[src/rtl/i2c_slave_regs.sv]
// I2C target at a fixed 7-bit address fronting a byte-wide register file with write strobes.
// Define I2C_SLV_GLITCH_FILTER_EN to add a 3-sample spike filter on SCL/SDA.
module i2c_slave_regs #(
    parameter logic [6:0] I2C_ADDR = 7'h57,
    parameter int         NREG     = 8,
    localparam int        PW       = (NREG > 1) ? $clog2(NREG) : 1
) (
    input  logic              clk,
    input  logic              rst,
    input  logic              scl_i,
    input  logic              sda_i,
    output logic              sda_oe,
    output logic [8*NREG-1:0] regs_flat,
    output logic              wr_pulse,
    output logic [PW-1:0]     wr_idx,
    output logic              busy
);

    // state  | meaning
    // IDLE   | wait for START       ADDR  | address byte     PTR    | pointer byte
    // WDATA  | write data bytes     RDATA | drive read data  IGNORE | not addressed
    typedef enum logic [2:0] {
        ST_IDLE, ST_ADDR, ST_PTR, ST_WDATA, ST_RDATA, ST_IGNORE
    } state_t;

    state_t          r_state, w_state_nxt;
    logic [1:0]      r_scl_sync, r_sda_sync;
    logic            w_scl_s, w_sda_s;
    logic            r_scl_d, r_sda_d;
    logic [6:0]      r_shift;
    logic [3:0]      r_bit_cnt;
    logic [PW-1:0]   r_ptr;
    logic [7:0]      r_rd_byte;
    logic            r_sda_oe, r_ack_pend, r_busy, r_wr_pulse;
    logic [PW-1:0]   r_wr_idx;
    logic [7:0]      r_regs [NREG];

    always_ff @(posedge clk) begin
        if (!rst) begin
            r_scl_sync <= 2'b11;
            r_sda_sync <= 2'b11;
        end else begin
            r_scl_sync <= {r_scl_sync[0], scl_i};
            r_sda_sync <= {r_sda_sync[0], sda_i};
        end
    end

`ifdef I2C_SLV_GLITCH_FILTER_EN
    logic [2:0] r_scl_flt, r_sda_flt;
    logic       r_scl_hold, r_sda_hold;

    always_ff @(posedge clk) begin
        if (!rst) begin
            r_scl_flt  <= 3'b111;
            r_sda_flt  <= 3'b111;
            r_scl_hold <= 1'b1;
            r_sda_hold <= 1'b1;
        end else begin
            r_scl_flt  <= {r_scl_flt[1:0], r_scl_sync[1]};
            r_sda_flt  <= {r_sda_flt[1:0], r_sda_sync[1]};
            r_scl_hold <= w_scl_s;
            r_sda_hold <= w_sda_s;
        end
    end

    always_comb begin
        w_scl_s = r_scl_hold;
        w_sda_s = r_sda_hold;
        if (&r_scl_flt)       w_scl_s = 1'b1;
        else if (~|r_scl_flt) w_scl_s = 1'b0;
        if (&r_sda_flt)       w_sda_s = 1'b1;
        else if (~|r_sda_flt) w_sda_s = 1'b0;
    end
`else
    assign w_scl_s = r_scl_sync[1];
    assign w_sda_s = r_sda_sync[1];
`endif

    logic          w_scl_rise, w_scl_fall, w_start, w_stop;
    logic          w_last_bit, w_ack_slot, w_hit;
    logic [7:0]    w_byte;
    logic [PW-1:0] w_ptr_inc;

    assign w_scl_rise = w_scl_s & ~r_scl_d;
    assign w_scl_fall = ~w_scl_s & r_scl_d;
    assign w_start    = w_scl_s & r_scl_d & r_sda_d & ~w_sda_s;
    assign w_stop     = w_scl_s & r_scl_d & ~r_sda_d & w_sda_s;
    assign w_byte     = {r_shift, w_sda_s};
    assign w_hit      = (w_byte[7:1] == I2C_ADDR);
    assign w_last_bit = (r_bit_cnt == 4'd7);
    assign w_ack_slot = (r_bit_cnt == 4'd8);
    assign w_ptr_inc  = r_ptr + 1'b1;

    always_ff @(posedge clk) begin
        if (!rst) r_state <= ST_IDLE;
        else      r_state <= w_state_nxt;
    end

    always_comb begin
        w_state_nxt = r_state;
        if (w_start) begin
            w_state_nxt = ST_ADDR;
        end else if (w_stop) begin
            w_state_nxt = ST_IDLE;
        end else if (w_scl_rise) begin
            case (r_state)
                ST_ADDR:  if (w_last_bit) w_state_nxt = !w_hit ? ST_IGNORE :
                                                        (w_byte[0] ? ST_RDATA : ST_PTR);
                ST_PTR:   if (w_last_bit) w_state_nxt = ST_WDATA;
                ST_RDATA: if (w_ack_slot && !r_ack_pend && w_sda_s) w_state_nxt = ST_IGNORE;
                default:  w_state_nxt = r_state;
            endcase
        end
    end

    // r_bit_cnt holds the index of the next bit to sample, so on a fall it names the bit starting.
    always_ff @(posedge clk) begin
        if (!rst) begin
            r_scl_d    <= 1'b1;
            r_sda_d    <= 1'b1;
            r_shift    <= '0;
            r_bit_cnt  <= '0;
            r_ptr      <= '0;
            r_rd_byte  <= '0;
            r_sda_oe   <= 1'b0;
            r_ack_pend <= 1'b0;
            r_busy     <= 1'b0;
            r_wr_pulse <= 1'b0;
            r_wr_idx   <= '0;
            for (int k = 0; k < NREG; k++) r_regs[k] <= '0;
        end else begin
            r_scl_d    <= w_scl_s;
            r_sda_d    <= w_sda_s;
            r_wr_pulse <= 1'b0;
            if (w_start || w_stop) begin
                r_bit_cnt  <= '0;
                r_sda_oe   <= 1'b0;
                r_ack_pend <= 1'b0;
                r_busy     <= 1'b0;
            end else if (w_scl_rise) begin
                r_shift   <= w_byte[6:0];
                r_bit_cnt <= w_ack_slot ? 4'd0 : r_bit_cnt + 4'd1;
                if (w_ack_slot) r_ack_pend <= 1'b0;
                if (w_last_bit) begin
                    case (r_state)
                        ST_ADDR: if (w_hit) begin
                            r_ack_pend <= 1'b1;
                            r_busy     <= 1'b1;
                            if (w_byte[0]) r_rd_byte <= r_regs[r_ptr];
                        end
                        ST_PTR: begin
                            r_ack_pend <= 1'b1;
                            r_ptr      <= w_byte[PW-1:0];
                        end
                        ST_WDATA: begin
                            r_regs[r_ptr] <= w_byte;
                            r_wr_pulse    <= 1'b1;
                            r_wr_idx      <= r_ptr;
                            r_ptr         <= w_ptr_inc;
                            r_ack_pend    <= 1'b1;
                        end
                        default: ;
                    endcase
                end
                if (r_state == ST_RDATA && w_ack_slot && !r_ack_pend && !w_sda_s) begin
                    r_ptr     <= w_ptr_inc;
                    r_rd_byte <= r_regs[w_ptr_inc];
                end
            end else if (w_scl_fall) begin
                if (w_ack_slot)                r_sda_oe <= r_ack_pend;
                else if (r_state == ST_RDATA)  r_sda_oe <= ~r_rd_byte[3'd7 - r_bit_cnt[2:0]];
                else                           r_sda_oe <= 1'b0;
            end
        end
    end

    for (genvar k = 0; k < NREG; k++) begin : g_flat
        assign regs_flat[8*k +: 8] = r_regs[k];
    end

    assign sda_oe   = r_sda_oe;
    assign wr_pulse = r_wr_pulse;
    assign wr_idx   = r_wr_idx;
    assign busy     = r_busy;

endmodule

[config.mk]
export PLATFORM = sky130hd
export DESIGN_NAME = i2c_slave_regs
export DESIGN_NICKNAME = d
export VERILOG_FILES = /design/src/rtl/i2c_slave_regs.sv
export SDC_FILE = /design/constraint.sdc
export NUM_CORES = 1
export LEC_CHECK = 0
export ABC_AREA = 1
export CAP_MARGIN = 20
export CELL_PAD_IN_SITES_DETAIL_PLACEMENT = 1
export CELL_PAD_IN_SITES_GLOBAL_PLACEMENT = 1
export CORE_AREA = 2 2 125 127
export CTS_BUF_LIST = sky130_fd_sc_hd__clkbuf_16
export CTS_CLUSTER_SIZE = 24
export DETAILED_ROUTE_END_ITERATION = 10
export DIE_AREA = 0 0 127 129
export GPL_TIMING_DRIVEN = 0
export PLACE_DENSITY = 0.83
export SLEW_MARGIN = 0
export SYNTH_ARGS = -nofsm -noshare
export SYNTH_HDL_FRONTEND = slang
export SYNTH_SLANG_ARGS = --single-unit
[constraint.sdc]
create_clock -name clk -period 2 [get_ports clk]
set_input_delay 0.4 -clock clk [delete_from_list [all_inputs] [get_ports clk]]
set_output_delay 0.4 -clock clk [all_outputs]
set_load 0.03 [all_outputs]
==> metrics.txt, run 1 <==
status completed; Area Overhead vs Synth 30.2%; Hold Path Origin r_scl_sync[0]; RSZ-0062 raised after global routing yes; fin. max-slew vios 0; CP Class in -> reg; core area roughly 15000 sq um; PwrDens 674 nW/um^2; Starting Density 0.362; DRT met1 WL between 8000 and 9000 um; total CTS buffers 9; placed cells 937; final setup violation count 0; post-synthesis xor/xnor area fraction 0.00623; clk slew on worst S/H paths approximately 0.080 ns; Synth area leaders edfxtp_1 (35%), dfxtp_1 (15%), nand2_1 (9.7%), nand3_1 (7.0%), nor2_1 (6.0%); period utilization 0.967; Cell Chain, Critical Path clkdlybuf4s50_1, buf_2, nand2_4; largest net degree at the start of global routing 19; Synth top area share 0.354; share of total power in combinational logic 0.103; hold-fix buffers at CTS 0; Final GP Congestion ~0.94; Post-synth EDFFs 64; wire length on met3 a little under 800 um; complex-gate fraction of the synthesized area 0.117; GRT Residual Overflow 0; Pre-antenna DRT Iters 5; mux contribution to synthesized area 0; Place WS -0.744 ns; critical path arrival 2.00 ns; Initial DRC Count ~400; Synth async-reset ratio 0; Worst Clk Skew ~0.010 ns; post-route non-filler standard cell count 964; Root Buffer clkbuf_16; syn_nets 683; register area share after synthesis 0.506; n_diodes 0; initial antenna violation count 0; vias per cell between 5 and 6; Worst slew margin 0.425; Netlist cell types 33; crit path from rst; Die Footprint 16400 sq um; WL per Instance 19.9 um; Site Rows 45; WL final approximately 19000 um; Hold WC Path Type reg -> reg; Clock Path Buffers 2; Peak VDD IR 0.493 mV; Max-Cap Viols 0; CP Max Fanout 10; register bit total from synthesis about 110; Post-Syn Instances 676; TritonCTS Sinks 105; met2 routed WL 9670 um; R2R Path Start r_bit_cnt[1]; Hold WS 0.419 ns; Seq pwr share 0.511; fin nets 778; DP Area 6390 sq um; cell area after layout 7060 sq um; Synth area leader edfxtp_1; first-pass GRT wire length ~29000 um; syn avg cell area between 8 and 9 sq um; Synth Area in Simple Gates 0.285; measured slew at the worst slew-check pin 0.863 ns; GRT Overall Usage 0.236; Switching Share 0.262; HPWL Detailed 13500 um; antenna viol nets, final 0; Synth Flop Type edfxtp_1; Clk network pwr share 0.386; Ys Warns 0; height of the chip 129 um; P_int 3510 uW; Critical Path End Type register; switching power around 1200 uW; drc violations 0; CP max stage cell buf_2; CTS tree built; fraction of layout cells with a size suffix above 1 0.107; final hold violations 0; uppermost layer routed met4; # IOs 74; largest family of logic cells by synthesized area simple AND/OR/NAND/NOR gates; Crit path required time 2.07 ns; IO Port Bufs 73; Final min period between 1.5 and 2 ns; CTS H-Tree Depth 3; worst skew pair latency between 0.3 and 0.4 ns; Fmax achieved 0.517 GHz; CP startpoint kind input port; vias in the first global route 5323; worst setup margin 0.0653 ns; Leak 0.00275 uW; Synth Cell Area between 5000 and 6000 sq um; largest stage delay on the critical path about 0.75 ns; adder-cell share of the synthesized area 0.00692; Die X 127 um; via count 5181; Layout Utilization 0.471
critical path: cells and delay by family:
family | cells | cell delay [ns]
buf+inv | 2 | 1.39
simple gates | 1 | 0.19
area by class of cell:
class	instances	area (sq um)
flip-flops and latches	105	2750
fillers	1800	7920
multi-input cells	460	2470
clock inverters	7	78.8
repair buffers	84	855
clock buffers	9	225
well taps	188	235
inverters	84	323
plain buffers	27	118
what timing repair did:
item | CTS | global route
resized for setup | 37 | 22
setup endpoints to repair | 124 | 85
buffers inserted | 7 | 4
pin swaps | 4 | 3
synthesized netlist by cell type (2+ instances only):
cell / instances
nand2_1: 140
nor2_1: 86
nand3_1: 76
inv_1: 73
edfxtp_1: 64
o21ai_0: 54
dfxtp_1: 41
a21oi_1: 34
o211ai_1: 24
clkbuf_1: 17
nand3b_1: 9
clkinv_1: 8
nand2_2: 7
buf_1: 5
nand2_4: 5
buf_2: 4
or2_2: 4
ha_1: 3
inv_2: 3
nand3_2: 2
nand4_1: 2
nor2_2: 2
nor3_1: 2
xor2_1: 2
state kept, by name (all words and copies together) (netlist names), named ones only:
| signal | cells |
|---|---|
| busy | 1 |
| r_ack_pend | 1 |
| r_bit_cnt | 4 |
| r_ptr | 3 |
| r_rd_byte | 8 |
| r_regs | 64 |
| r_scl_d | 1 |
| r_scl_sync | 2 |
| r_sda_d | 1 |
| r_sda_sync | 2 |
| r_shift | 7 |
| r_state | 3 |
| sda_oe | 1 |
| wr_idx | 3 |
| wr_pulse | 1 |
layout by cell type (no fill, tap or decap), types with 3 or more instances in the layout:
cell	synthesis	routed
nand2_1	140	131
nor2_1	86	84
nand3_1	76	76
inv_1	73	73
clkdlybuf4s50_1	0	73
edfxtp_1	64	64
o21ai_0	54	54
dfxtp_1	41	37
a21oi_1	34	34
o211ai_1	24	24
clkbuf_1	17	14
nand2_4	5	10
nand3b_1	9	9
nand2_8	0	9
clkbuf_16	0	9
buf_4	1	8
clkinv_1	8	7
buf_2	4	5
or2_2	4	4
buf_1	5	4
nor2_2	2	3
clkinv_4	0	3
buf_12	0	3
final timing paths:
check             cells after the start            end  slack [ns]
setup / recovery                      3   r_regs[6][1]        0.07
hold / removal                        1  r_scl_sync[1]        0.42
setup reg to reg                      8   r_regs[7][0]        0.10
hold reg to reg                       1  r_scl_sync[1]        0.42
per-stage QoR:
| step | power (uW) | setup TNS [ns] |
|---|---|---|
| finish | 4750 | 0 |
| global route | 4880 | -0.162 |
| CTS | 4760 | -0.0123 |
| detailed placement | 2940 | -48.64 |
| global placement | 2930 | -46.84 |
| floorplan | 2710 | 0 |
per-layer routing:
layer,GRT usage,vias to the layer above
met5,0,-
met4,0.100,0
met3,0.0362,40
met2,0.409,155
met1,0.295,2552
li1,-,2434
cells by family (layout without fill, tap and decap cells):
family                   Yosys count  after routing
AO/OA/AOI/OAI                    114            114
XOR/XNOR                           3              3
adder cells (fa/ha/maj)            3              3
buffers and inverters            111            211
flip-flops                       105            105
AND/OR/NAND/NOR                  340            340
power groups by stage:
stage / Sequential, uW / Combinational (uW) / Clock, uW
floorplan: 2590 / 125 / 0
global placement: 2480 / 455 / 0
detailed placement: 2480 / 461 / 0
CTS: 2430 / 481 / 1850
global route: 2440 / 514 / 1930
finish: 2430 / 488 / 1840
(Power assumes the default switching activity.)
==> run 2, diff against run 1 <==
- CAP_MARGIN: 20 -> 10
==> results of run 2 <==
No change in the layout: final DEF, timing and power equal those of run 1.
==> run 3, diff against run 2 <==
- SLEW_MARGIN: 0 -> default
==> results of run 3 <==
No change in the layout: final DEF, timing and power equal those of run 1.
